### src/rtl/lsu_mem.sv
// lsu_mem - memory stage of the 5-stage core.
//
// Non-memory results from ex are registered for one cycle and presented to
// the register-file write-back port. Loads and stores run a
// request/grant/rvalid bus handshake. stall_o holds the upstream stages
// until the access completes.
//
// Optional build macro: LSU_MISALIGN_TRAP_EN
//   defined   : misaligned half/word accesses are not issued to the bus.
//               misalign_o pulses for one cycle instead.
//   undefined : misalign_o is tied 0. Misaligned halves/words use the
//               aligned-down lane.
//
// Ports
//   clk, rst_n            clock, asynchronous active-low reset
//   ex_*                  instruction presented by ex (rd, result/address,
//                         load/store controls, store data)
//   stall_o               hold ex/id/if this cycle (combinational)
//   bus_*_o / bus_*_i     data bus request/grant/rvalid handshake
//                         (outputs registered)
//   mem_rd_*_o            registered write-back to the register file
//   fwd_rd_*_o            combinational forwarding to the hazard unit
//   misalign_o            registered misaligned-access flag
module lsu_mem #(
  parameter int ADDR_W = 32,
  parameter int DATA_W = 32,
  parameter int REG_AW = 5
) (
  input  logic              clk,
  input  logic              rst_n,
  input  logic              ex_valid_i,
  input  logic [REG_AW-1:0] ex_rd_addr_i,
  input  logic [DATA_W-1:0] ex_rd_data_i,
  input  logic              ex_rd_wr_en_i,
  input  logic              ex_mem_rd_i,
  input  logic              ex_mem_we_i,
  input  logic [2:0]        ex_mem_funct3_i,
  input  logic [DATA_W-1:0] ex_mem_wdata_i,
  output logic              stall_o,
  output logic              bus_req_o,
  output logic              bus_we_o,
  output logic [ADDR_W-1:0] bus_addr_o,
  output logic [3:0]        bus_be_o,
  output logic [DATA_W-1:0] bus_wdata_o,
  input  logic              bus_gnt_i,
  input  logic              bus_rvalid_i,
  input  logic [DATA_W-1:0] bus_rdata_i,
  output logic [REG_AW-1:0] mem_rd_addr_o,
  output logic [DATA_W-1:0] mem_rd_data_o,
  output logic              mem_rd_wr_en_o,
  output logic [REG_AW-1:0] fwd_rd_addr_o,
  output logic [DATA_W-1:0] fwd_rd_data_o,
  output logic              fwd_rd_wr_en_o,
  output logic              misalign_o
);

  typedef enum logic [1:0] {
    ST_IDLE = 2'd0,
    ST_REQ  = 2'd1,
    ST_WAIT = 2'd2
  } state_e;

  state_e            state_r;
  state_e            state_nxt_s;
  logic [2:0]        funct3_r;
  logic [1:0]        lane_r;
  logic [REG_AW-1:0] rd_addr_r;
  logic              memop_s;
  logic              misalign_s;
  logic              accept_s;

  // Byte enables for a store. funct3[1:0] gives the size. Reserved codes
  // fall into the word case.
  function automatic logic [3:0] store_be(input logic [2:0] f, input logic [1:0] a);
    logic [3:0] be;
    case (f[1:0])
      2'b00:   be = 4'b0001 << a;
      2'b01:   be = a[1] ? 4'b1100 : 4'b0011;
      default: be = 4'b1111;
    endcase
    return be;
  endfunction

  // Store data is replicated across lanes so the byte enables alone pick
  // the target bytes.
  function automatic logic [DATA_W-1:0] store_data(input logic [2:0] f, input logic [DATA_W-1:0] d);
    logic [DATA_W-1:0] w;
    case (f[1:0])
      2'b00:   w = {4{d[7:0]}};
      2'b01:   w = {2{d[15:0]}};
      default: w = d;
    endcase
    return w;
  endfunction

  // Extract and extend load data. funct3[2] set means zero-extend.
  function automatic logic [DATA_W-1:0] load_data(input logic [2:0] f, input logic [1:0] a,
                                                  input logic [DATA_W-1:0] d);
    logic [7:0]        b;
    logic [15:0]       h;
    logic [DATA_W-1:0] r;
    case (a)
      2'b00:   b = d[7:0];
      2'b01:   b = d[15:8];
      2'b10:   b = d[23:16];
      default: b = d[31:24];
    endcase
    h = a[1] ? d[31:16] : d[15:0];
    case (f[1:0])
      2'b00:   r = {{24{b[7] & ~f[2]}}, b};
      2'b01:   r = {{16{h[15] & ~f[2]}}, h};
      default: r = d;
    endcase
    return r;
  endfunction

`ifdef LSU_MISALIGN_TRAP_EN
  // Half accesses need an even address. Word accesses, including reserved
  // funct3 codes, need a 4-byte-aligned address.
  function automatic logic is_misaligned(input logic [2:0] f, input logic [1:0] a);
    logic m;
    case (f[1:0])
      2'b00:   m = 1'b0;
      2'b01:   m = a[0];
      default: m = |a;
    endcase
    return m;
  endfunction

  assign misalign_s = memop_s && is_misaligned(ex_mem_funct3_i, ex_rd_data_i[1:0]);
`else
  assign misalign_s = 1'b0;
`endif

  assign memop_s  = ex_valid_i && (ex_mem_rd_i || ex_mem_we_i);
  // A trapped access is consumed in its presentation cycle without a bus request.
  assign accept_s = memop_s && !misalign_s;

  // State register
  always_ff @(posedge clk or negedge rst_n) begin
    if (!rst_n) begin
      state_r <= ST_IDLE;
    end else begin
      state_r <= state_nxt_s;
    end
  end

  // Next-state logic
  always_comb begin
    state_nxt_s = state_r;
    case (state_r)
      ST_IDLE: begin
        if (accept_s) begin
          state_nxt_s = ST_REQ;
        end else begin
          state_nxt_s = ST_IDLE;
        end
      end
      ST_REQ: begin
        if (bus_gnt_i) begin
          state_nxt_s = bus_we_o ? ST_IDLE : ST_WAIT;
        end else begin
          state_nxt_s = ST_REQ;
        end
      end
      ST_WAIT: begin
        if (bus_rvalid_i) begin
          state_nxt_s = ST_IDLE;
        end else begin
          state_nxt_s = ST_WAIT;
        end
      end
      default: state_nxt_s = ST_IDLE;
    endcase
  end

  // Stall and forwarding outputs
  always_comb begin
    stall_o        = 1'b0;
    fwd_rd_addr_o  = ex_rd_addr_i;
    fwd_rd_data_o  = ex_rd_data_i;
    fwd_rd_wr_en_o = ex_valid_i && ex_rd_wr_en_i && !ex_mem_rd_i && (state_r == ST_IDLE);
    case (state_r)
      ST_IDLE: stall_o = accept_s;
      ST_REQ:  stall_o = !(bus_we_o && bus_gnt_i);
      ST_WAIT: stall_o = !bus_rvalid_i;
      default: stall_o = 1'b0;
    endcase
  end

  // Bus request, latched access context and write-back registers
  always_ff @(posedge clk or negedge rst_n) begin
    if (!rst_n) begin
      bus_req_o      <= 1'b0;
      bus_we_o       <= 1'b0;
      bus_addr_o     <= {ADDR_W{1'b0}};
      bus_be_o       <= 4'b0000;
      bus_wdata_o    <= {DATA_W{1'b0}};
      funct3_r       <= 3'b000;
      lane_r         <= 2'b00;
      rd_addr_r      <= {REG_AW{1'b0}};
      mem_rd_addr_o  <= {REG_AW{1'b0}};
      mem_rd_data_o  <= {DATA_W{1'b0}};
      mem_rd_wr_en_o <= 1'b0;
    end else begin
      // No write-back unless an instruction completes at this edge.
      mem_rd_wr_en_o <= 1'b0;
      case (state_r)
        ST_IDLE: begin
          if (accept_s) begin
            bus_req_o   <= 1'b1;
            bus_we_o    <= ex_mem_we_i;
            bus_addr_o  <= {ex_rd_data_i[ADDR_W-1:2], 2'b00};
            bus_be_o    <= store_be(ex_mem_funct3_i, ex_rd_data_i[1:0]);
            bus_wdata_o <= store_data(ex_mem_funct3_i, ex_mem_wdata_i);
            funct3_r    <= ex_mem_funct3_i;
            lane_r      <= ex_rd_data_i[1:0];
            rd_addr_r   <= ex_rd_addr_i;
          end else begin
            mem_rd_addr_o  <= ex_rd_addr_i;
            mem_rd_data_o  <= ex_rd_data_i;
            mem_rd_wr_en_o <= ex_valid_i && ex_rd_wr_en_i && !memop_s &&
                              (ex_rd_addr_i != {REG_AW{1'b0}});
          end
        end
        ST_REQ: begin
          if (bus_gnt_i) begin
            bus_req_o <= 1'b0;
          end else begin
            bus_req_o <= 1'b1;
          end
        end
        ST_WAIT: begin
          if (bus_rvalid_i) begin
            mem_rd_addr_o  <= rd_addr_r;
            mem_rd_data_o  <= load_data(funct3_r, lane_r, bus_rdata_i);
            mem_rd_wr_en_o <= (rd_addr_r != {REG_AW{1'b0}});
          end else begin
            mem_rd_wr_en_o <= 1'b0;
          end
        end
        default: bus_req_o <= 1'b0;
      endcase
    end
  end

`ifdef LSU_MISALIGN_TRAP_EN
  // One-cycle misaligned-access flag
  always_ff @(posedge clk or negedge rst_n) begin
    if (!rst_n) begin
      misalign_o <= 1'b0;
    end else begin
      misalign_o <= (state_r == ST_IDLE) && misalign_s;
    end
  end
`else
  assign misalign_o = 1'b0;
`endif

endmodule
### config.mk
export PLATFORM = sky130hd
export DESIGN_NAME = lsu_mem
export DESIGN_NICKNAME = d
export VERILOG_FILES = /design/src/rtl/lsu_mem.sv
export SDC_FILE = /design/constraint.sdc
export NUM_CORES = 1
export LEC_CHECK = 0
export BUFFER_PORTS_ARGS = -buffer_cell sky130_fd_sc_hd__buf_2
export CORE_UTILIZATION = 52
export CTS_CLUSTER_DIAMETER = 40
export DETAILED_ROUTE_END_ITERATION = 12
export PLACE_DENSITY = 0.86
export SLEW_MARGIN = 0
export SYNTH_ARGS = -nofsm -noshare
export SYNTH_HDL_FRONTEND = slang
export SYNTH_SLANG_ARGS = --single-unit
### constraint.sdc
create_clock -name clk -period 3.2 [get_ports clk]
set_input_delay 0 -clock clk [delete_from_list [all_inputs] [get_ports clk]]
set_output_delay 0 -clock clk [all_outputs]
set_load 0.02 [all_outputs]
==> flow_summary.yaml, run 1 <==
finish:
  nets: 1000
  finalNonFillerCells: 1045
  area_growth_pct: 44.11
  drive_gt1_share_pct: 40.40
  nFillCells: 671
  final_area_um2: 8720
sta:
  rsz0062_at_grt: "false"
  timing.slew.headroom_pct: 21.20
  tightest_slew_ns: 1.182
  tns_ns: 0
  layout_worst_path_cycle_share_pct: 82.77
  slew_violations: 0
  clock_skew_ns: 0.006978
  hold_viol: 1
  fmax_ghz: 0.3776
  fin_hold_ws_ns: -0.03770
  finalSetupViolations: 0
  fin_crit_ns: 2.649
placement:
  port_buffers: 256
  dp_hpwl_um: 11630
  place_congestion: 0.9170
  dpl_cell_area_um2: 7061
  place_inst: 916
power:
  combinationalPowerShare_pct: 41.3
  power.density_nw_per_um2: 962.1
  swShare_pct: 39.74
  power_frac_seq_pct: 32.3
  pwr-share-clk_pct: 26.5
  power_switching_mw: 3.334
  p_leak_nw: 4.126
  power.internal_mw: 5.056
  worst_ir_drop_vdd_mv: 0.8047
synth:
  synth-seq-cells: 118
  yosys-top-cells-area: "dfrtp_1 49%, mux2_2 9.5%, buf_4 5.5%"
  synth_ff_type: "dfrtp_1"
  synth_simple_gate_area_share_pct: 13.05
  yosysTopAreaCell: "dfrtp_1"
  yosysWarnings: 0
  synthArstFlopShare_pct: 100.0
  syn_inst: 590
  synth_edf_count: 0
  synthMuxAreaShare_pct: 13.96
  synthXorXnorAreaFrac_pct: 0
  ys_seq_area_share_pct: 48.80
  synth-compound-area-share_pct: 15.01
  synthAdderAreaFrac_pct: 0
  yosys.area.top_type_share_pct: 48.80
  yosys.cell_types.count: 51
  synth_top_family_by_area: "compound AO/OA/AOI/OAI gates"
  netlist_area_um2: 6051
  syn_avg_cell_area_um2: 10.26
routing:
  routed_wl_um: 20000
  drc: 0
  vias_per_cell: 5.654
  first_iter_violations: 577
  dr.pass1.iters: 5
  routedWlPerCell_um: 19.14
  ant_nets: 0
  dr_total_vias: 5908
critical_path:
  path_buf_inv: 1
  r2r_cells: 5
  cp_top_family: "flip-flops"
  endpoint_kind: "flip-flop"
  r2r_setup_slack_ns: 0.55
  r2r_end: "mem_rd_data_o[31]"
  critPathMaxStageDelay_ns: 0.82
  cp.depth: 5
  critPathRequiredTime_ns: 3.50
  critPathSlowestCell: "dfrtp_1"
  crit_start: "lane_r[1]"
  crit_path_max_fanout: 22
  crit_path_start_kind: "flip-flop"
  path_cells: "mux2i_1 -> a22oi_2 -> a31oi_4 -> a211oi_1 -> dlygate4sd3_1"
  crit_arrival_ns: 2.95
  crit_type: "reg -> reg"
  worstReg2RegStart: "lane_r[1]"
  crit_path_end: "mem_rd_data_o[31]"
clock_network:
  path_clk_slew_ns: 0.06
  worst_skew_pair.late_latency_ns: 0.42
  htreeDepth: 4
  numCtsBuffers: 17
  cts_buffer_depth: 2
  clock-sinks: 118
  clockRootBuffer: "clkbuf_16"
  cts_tree: "built"
global_routing:
  grt_pass1_vias: 5853
  grt_overflow: 0
  grt_pass1_wl_um: 30070
  grt_max_degree: 109
  grt_use_total_pct: 33.44
  antenna_found_initial: 1
floorplan:
  core_area_um2: 11370
  rows: 39
  ioPinCount: 260
  initial_core_util_pct: 53.22
  dieArea_um2: 12070
  die_h_um: 109.9
  die_w_um: 109.9
run_status:
  violations: "negative hold slack"
  status: "complete, but fails checks"
flow_run:
  max-cap-violations: 0
min_path:
  hold_path.class: "in -> reg"
## metrics by stage
stage / power (mW) / utilization, % / hold WS, ns / setup WS, ns
6_report: 8.389 / 76.69 / -0.03770 / 0.5514
5_1_grt: 8.807 / 76.69 / 0.02860 / 0.4338
4_1_cts: 8.262 / 76.67 / 0.007105 / 0.5856
3_5_place_dp: 5.932 / 62.10 / 0.03797 / 1.107
3_3_place_gp: 5.842 / 62.10 / 0.03689 / 1.167
2_1_floorplan: 4.878 / - / -0.2956 / 1.733
## layer usage
layer / GRT usage [%] / up-vias / share of wire (%)
li1: - / 2649 / -
met4: 21.05 / 0 / 4.7
met5: 0 / - / 0
met2: 55.54 / 362 / 49
met1: 37.56 / 2811 / 37
met3: 9.899 / 86 / 8.5
## kinds of logic (layout without fill, tap and decap cells)
logic type,Yosys count,after routing
compound gates,132,132
simple gates,173,173
mux,78,78
flops,118,118
other cells,1,4
buf+inv,88,397
## cell type report
type | count | area (um2) | share of cell area, %
Clock inverter | 7 | 160.2 | 1.837
Inverter | 7 | 26.28 | 0.3013
Clock buffer | 25 | 535.5 | 6.141
Timing Repair Buffer | 358 | 2302 | 26.40
Sequential cell | 118 | 2953 | 33.86
Antenna cell | 1 | 2.502 | 0.02870
Tap cell | 143 | 178.9 | 2.052
Multi-Input combinational cell | 386 | 2561 | 29.37
## worst min-delay path, stage by stage
cell,delay (ns)
buf_2,0.08
mux2i_1,0.06
o21ai_0,0.20
## flip-flops by register name, summed over array words and instances (netlist names)
| signal | flops |
|---|---|
| bus_wdata_o | 32 |
| mem_rd_data_o | 32 |
| bus_addr_o | 30 |
| mem_rd_addr_o | 5 |
| rd_addr_r | 5 |
| bus_be_o | 4 |
| funct3_r | 3 |
| lane_r | 2 |
| state_r | 2 |
| bus_req_o | 1 |
| bus_we_o | 1 |
| mem_rd_wr_en_o | 1 |
## repair_timing
| action | 4_1_cts | 5_1_grt |
|---|---|---|
| buffers inserted | 0 | 0 |
| endpoints found under the hold margin | 154 | 0 |
| endpoints found under the setup margin | 0 | 0 |
| hold buffers | 96 | 0 |
| resized for setup | 0 | 0 |
## power groups by stage
stage	combinational, mW	clock [mW]	sequential (mW)
2_1_floorplan	1.51	0	3.37
3_3_place_gp	3.20	0	2.64
3_5_place_dp	3.27	0	2.66
4_1_cts	3.38	2.23	2.65
5_1_grt	3.71	2.31	2.79
6_report	3.46	2.22	2.71
## cell usage in the layout (no fill, tap or decap), types with 8 or more instances in the layout
master and count:
a21oi_1 30, dlygate4sd3_1 96, mux2i_1 27, nor3_1 24, a211oi_1 15, a211oi_2 10, buf_2 255, o21ai_0 35
nor2_1 55, clkbuf_8 8, dfrtp_1 118, mux2_2 51, nand2_1 60, clkbuf_16 17
## cell usage after synthesis, types with 2 or more instances
cell / n
a211oi_1: 15
a211oi_2: 10
a21oi_1: 30
a221oi_1: 3
a22oi_1: 5
a2bb2oi_1: 4
a311oi_1: 6
a31oi_1: 5
buf_2: 20
buf_4: 44
buf_6: 4
clkbuf_1: 11
dfrtp_1: 118
inv_1: 6
mux2_2: 51
mux2i_1: 27
nand2_1: 60
nand2b_1: 5
nand3_1: 2
nor2_1: 55
nor2b_1: 6
nor3_1: 24
o21ai_0: 35
o21ai_1: 4
o22ai_1: 2
o32ai_1: 3
or3_1: 7
or4_1: 5
## worst min-delay path by stage
stage / start / to / depth (start not counted) / slack [ns]
2_1_floorplan: rst_n / bus_addr_o[10] / 0 / -0.30
3_3_place_gp: rst_n / bus_addr_o[27] / 1 / 0.04
3_5_place_dp: rst_n / bus_addr_o[27] / 1 / 0.04
4_1_cts: ex_mem_wdata_i[17] / bus_wdata_o[17] / 3 / 0.007
5_1_grt: ex_mem_wdata_i[17] / bus_wdata_o[17] / 3 / 0.03
6_report: ex_mem_wdata_i[17] / bus_wdata_o[17] / 3 / -0.04
Power figures use the tool's default switching activity.
==> run 2, diff against run 1 <==
Settings changed: CORE_UTILIZATION 52 to 48, PLACE_DENSITY 0.86 to 0.81.
Clock period 3.2 ns to 2.64 ns, I/O delays scaled along.
==> run 2 against run 1 <==
Against the previous run: the flow now finishes without violations; sequential cell count unchanged; clock skew rose by 0.0027 ns; clock power increased by 13%; combinational power up 23%; first-iteration DRC count is 20% lower; sequential power is 20% higher; core utilization down 4.7 points; register-to-register slack improved by 0.099 ns.
==> flow_summary.yaml, run 2 (synthesis results as in run 1) <==
run_status:
  status: "finished clean"
floorplan:
  ioPinCount: 260
  initial_core_util_pct: 49.75
  rows: 40
  dieArea_um2: 13060
  core_area_um2: 12160
  die_h_um: 114.3
  die_w_um: 114.3
critical_path:
  critPathRequiredTime_ns: 2.93
  crit_path_end: "bus_wdata_o[5]"
  crit_start: "ex_mem_we_i"
  crit_path_max_fanout: 56
  crit_type: "in -> reg"
  r2r_setup_slack_ns: 0.65
  endpoint_kind: "flip-flop"
  crit_arrival_ns: 2.34
  critPathSlowestCell: "dlygate4sd3_1"
  path_cells: "dlygate4sd3_1 -> buf_2 -> o21ai_1 -> nand2b_4 -> buf_4 -> mux2_2"
  r2r_end: "mem_rd_data_o[9]"
  crit_path_start_kind: "input pin"
  critPathMaxStageDelay_ns: 0.55
  worstReg2RegStart: "funct3_r[1]"
  r2r_cells: 4
routing:
  drc: 0
  first_iter_violations: 464
  ant_nets: 0
  routedWlPerCell_um: 19.09
  dr_total_vias: 5912
  dr.pass1.iters: 5
  routed_wl_um: 20520
  vias_per_cell: 5.500
sta:
  timing.slew.headroom_pct: 47.29
  slew_violations: 0
  fin_crit_ns: 2.048
  fmax_ghz: 0.4883
  layout_worst_path_cycle_share_pct: 77.57
  hold_viol: 0
  tns_ns: 0
  clock_skew_ns: 0.009640
  fin_hold_ws_ns: 0.04017
  finalSetupViolations: 0
  rsz0062_at_grt: "false"
  tightest_slew_ns: 0.7906
placement:
  dp_hpwl_um: 12660
  place_congestion: 0.8535
  port_buffers: 256
  dpl_cell_area_um2: 7134
power:
  power.density_nw_per_um2: 1143
  worst_ir_drop_vdd_mv: 0.6192
  p_leak_nw: 4.129
clock_network:
  cts_buffer_depth: 2
  clockRootBuffer: "clkbuf_16"
  post_cts_buffers: 0
  path_clk_slew_ns: 0.05
  cts_tree: "built"
  numCtsBuffers: 17
  htreeDepth: 4
  clock-sinks: 118
  worst_skew_pair.late_latency_ns: 0.41
min_path:
  hold_path.class: "in -> reg"
global_routing:
  grt_max_degree: 77
  grt_pass1_wl_um: 32020
  antenna_found_initial: 0
  grt_use_total_pct: 32.48
  grt_overflow: 0
  grt_pass1_vias: 6057
flow_run:
  max-cap-violations: 0
finish:
  multi_input_area_um2: 2561
  seq_area_um2: 2953
  layout_commonest_cell: "buf_2"
  drive_gt1_share_pct: 40.35
  mostFrequentLayoutCells: "255 x buf_2, 118 x dfrtp_1, 98 x dlygate4sd3_1"
  antenna_cells: 0
  area_growth_pct: 44.77
  final_area_um2: 8760
  nFillCells: 871
  nets: 1006
  largest_registers: "bus_wdata_o: 32 flops, mem_rd_data_o: 32 flops, bus_addr_o: 30 flops"
-- run 2: cell count changes in the layout (fill, tap and decap cells not counted), sizes merged --
cell,previous run,this run
buf,262,266
bufinv,5,4
clkbuf,25,24
clkinv,3,4
clkinvlp,0,1
diode,1,0
dlygate4sd3,96,98
-- run 2: timing repair --
item                                   4_1_cts  5_1_grt
endpoints found under the hold margin      155        0
hold buffers                                98        0
gates resized for setup                      0        0
-- run 2: power by group --
| group | leakage (nW) | internal, mW | switching (mW) |
|---|---|---|---|
| registers | 1.38 | 2.66 | 0.582 |
| logic | 2.43 | 1.61 | 2.64 |
| clock network | 0.316 | 1.70 | 0.814 |
-- run 2: worst min path at each step --
stage                             from                 to  slack [ns]  depth (start not counted)
floorplan                        rst_n     bus_addr_o[10]       -0.30                          0
global placement                 rst_n     bus_wdata_o[7]        0.04                          1
detailed placement               rst_n     bus_wdata_o[3]        0.03                          1
CTS                    bus_rdata_i[15]  mem_rd_data_o[15]        0.02                          3
global route        ex_mem_funct3_i[0]        funct3_r[0]        0.05                          3
finish              ex_mem_funct3_i[0]        funct3_r[0]        0.04                          3
-- run 2: through the flow --
step                      power, mW  util [%]  setup WS (ns)  cells
after floorplan               5.912         -          1.173    592
after detailed placement      7.263     58.66         0.6736    945
after global placement        7.172     58.66         0.7241    945
after global routing          10.52     72.03         0.4877   1075
final                         10.01     72.03         0.5920   1075
after CTS                     9.905     72.03         0.6466   1075
-- run 2: per-layer routing --
layer | share of wire, % | global-route usage (%) | up-vias
met2 | 50 | 55.11 | 357
met3 | 8.8 | 10.69 | 78
met4 | 4.1 | 16.45 | 0
li1 | - | - | 2662
met1 | 37 | 36.62 | 2815
met5 | 0 | 0 | -
-- run 2: critical path, delay by kind of cell --
kind,cells,cell delay [ns]
simple gates,1,0.43
buf+inv,3,1.19
compound gates,1,0.28
mux,1,0.41
-- run 2: final cells by class --
class	instances	area share [%]
clock inverter	8	1.628
inverter	7	0.3000
tap	168	2.400
multi-input combinational	386	29.24
sequential	118	33.71
clock buffer	24	5.728
timing repair buffer	364	27.00
==> run 3, diff against run 2 <==
Settings changed: ABC_AREA set to 1, CORE_UTILIZATION 48 to 49.
Clock period 2.64 ns to 2.1 ns, I/O delays scaled along.
==> run 3 against run 2 <==
Against the previous run: hold slack worse by 0.027 ns; non-clock buffer count is 20 higher; die area is 1.6% higher; sequential cell count stayed put; routed wire length is 11% higher; critical path depth is 1 higher; highest routed layer unchanged; first-iteration DRC count is 62% higher; worst setup slack worse by 0.43 ns; critical path type is now reg -> reg; largest cell class unchanged.
==> flow_summary.yaml, run 3 <==
critical_path:
  r2r_end: "bus_wdata_o[23]"
  crit_path_max_fanout: 46
  crit_path_start_kind: "flip-flop"
  crit_arrival_ns: 2.31
  endpoint_kind: "flip-flop"
  r2r_setup_slack_ns: 0.16
  worstReg2RegStart: "state_r[1]"
  crit_type: "reg -> reg"
  critPathRequiredTime_ns: 2.47
  r2r_cells: 7
clock_network:
  htreeDepth: 4
  cts_tree: "built"
  cts_buffer_depth: 2
  numCtsBuffers: 17
  path_clk_slew_ns: 0.06
  worst_skew_pair.late_latency_ns: 0.42
  clockRootBuffer: "clkbuf_16"
  clock-sinks: 118
global_routing:
  grt_overflow: 0
  grt_pass1_vias: 6951
  antenna_found_initial: 0
  grt_pass1_wl_um: 34520
  grt_use_total_pct: 34.52
  grt_max_degree: 92
sta:
  rsz0062_at_grt: "false"
  fmax_ghz: 0.5148
  layout_worst_path_cycle_share_pct: 92.49
  timing.slew.headroom_pct: 45.55
  timing.final.ws_setup_ns: 0.1576
  tightest_slew_ns: 0.8168
  finalSetupViolations: 0
  hold_viol: 0
  tns_ns: 0
  clock_skew_ns: 0.01165
  slew_violations: 0
  fin_crit_ns: 1.942
flow_run:
  max-cap-violations: 0
finish:
  nFillCells: 850
  mostFrequentLayoutCells: "255 x buf_2, 237 x nand2_1, 118 x dfrtp_1"
  largest_registers: "bus_wdata_o: 32 flops, mem_rd_data_o: 32 flops, bus_addr_o: 30 flops"
  area_growth_pct: 45.07
  layout_commonest_cell: "buf_2"
  finalNonFillerCells: 1294
  nets: 1225
  drive_gt1_share_pct: 30.84
power:
  p_leak_nw: 4.746
  power_frac_seq_pct: 30.2
  swShare_pct: 44.69
  worst_ir_drop_vdd_mv: 0.8144
  pwr-share-clk_pct: 22.4
  power.density_nw_per_um2: 1504
  combinationalPowerShare_pct: 47.4
  power_switching_mw: 6.123
  power.internal_mw: 7.579
run_status:
  status: "finished clean"
synth:
  synth_ff_type: "dfrtp_1"
  yosys.cell_count.top_type: "nand2_1"
  yosys.area.top_type_share_pct: 47.02
  yosysTopAreaCell: "dfrtp_1"
  yosysWarnings: 0
  netlist_area_um2: 6280
  synthArstFlopShare_pct: 100.0
  synth-seq-cells: 118
  yosys-top-cells-count: "237 x nand2_1, 118 x dfrtp_1, 70 x a21oi_1, 58 x o21ai_1, 50 x inv_1"
  yosys.cell_types.count: 34
  syn_inst: 794
  ys_seq_area_share_pct: 47.02
  yosys-top-cells-area: "dfrtp_1 47%, nand2_1 14%, buf_4 5.6%"
  synth_edf_count: 0
  syn_avg_cell_area_um2: 7.909
placement:
  place_inst: 1144
  place_congestion: 0.8531
  dp_hpwl_um: 12950
  post-place-ws_ns: 0.3211
  port_buffers: 256
floorplan:
  die_h_um: 115.2
  core_area_um2: 12260
  rows: 40
  dieArea_um2: 13270
  ioPinCount: 260
  initial_core_util_pct: 51.21
  die_w_um: 115.2
routing:
  ant_nets: 0
  dr.pass1.iters: 5
  vias_per_cell: 5.446
  dr_total_vias: 7047
  first_iter_violations: 753
  routed_wl_um: 22740
  drc: 0
  routedWlPerCell_um: 17.58
min_path:
  hold_path.class: "in -> reg"
  min_to: "mem_rd_data_o[0]"
  whs_path_depth: 5
  min_from: "bus_rdata_i[0]"
## run 3: cell families (layout without fill, tap and decap cells)
family | after synthesis | count (layout) | share of synthesized area (%)
AOI/OAI and AO/OA | 191 | 191 | 16.88
other | 1 | 4 | 0.05972
DFF | 118 | 118 | 47.02
and+or+nand+nor | 341 | 341 | 23.03
buffers and inverters | 143 | 472 | 13.01
## run 3: power groups by stage
stage	Combinational (mW)	Clock (mW)	Sequential, mW
global route	7.03	3.18	4.26
CTS	6.21	3.06	4.06
floorplan	3.07	0	5.25
global placement	5.86	0	4.04
detailed placement	6.00	0	4.06
finish	6.50	3.06	4.14
## run 3: timing repair
action | CTS | global route
gates resized for setup | 0 | 2
hold buffers | 113 | 0
endpoints found under the hold margin | 156 | 0
setup buffers | 0 | 4
endpoints found under the setup margin | 0 | 7
## run 3: metal layers
metal  track usage, %  vias up  part of all wire (%)
met5                0        -                     0
met4            22.16        0                   5.7
met3            10.75      136                   9.9
met2            59.08      538                    49
met1            37.09     3199                    36
li1                 -     3174                     -
## run 3: through the flow
stage / util (%) / power (mW) / cell area [um2] / hold slack, ns
floorplan: - / 8.315 / 6287 / -0.2956
global placement: 59.48 / 9.899 / 7293 / 0.04563
detailed placement: 59.48 / 10.06 / 7293 / 0.03844
CTS: 73.73 / 13.33 / 9041 / 0.0004716
global route: 74.28 / 14.47 / 9107 / 0.01658
finish: 74.30 / 13.70 / 9110 / 0.01342
## run 3: layout make-up
class	instances	area, um2	share of cell area, %
repair buffers	384	2590	28.43
flip-flops and latches	118	2953	32.41
inverters	57	216.5	2.376
well taps	168	210.2	2.307
clock buffers	22	494.2	5.425
diodes	1	2.502	0.02747
clock inverters	9	122.6	1.346
multi-input cells	535	2521	27.67
## run 3: how the worst max path moves through the flow
| stage | startpoint | endpoint | cells after the start |
|---|---|---|---|
| CTS | state_r[0] | bus_wdata_o[18] | 7 |
| finish | state_r[1] | bus_wdata_o[23] | 7 |
| global route | state_r[1] | bus_wdata_o[23] | 7 |
| detailed placement | state_r[0] | mem_rd_data_o[22] | 9 |
| floorplan | lane_r[1] | mem_rd_data_o[23] | 10 |
| global placement | state_r[0] | mem_rd_data_o[17] | 9 |
## run 3: critical path, stage by stage, from the launching register on
cell	delay, ns
dfrtp_1	0.42
nor2_2	0.16
nand3_4	0.14
buf_16	0.20
a21oi_1	0.20
o21ai_1	0.10
dlygate4sd3_1	0.58
nand2_1	0.06
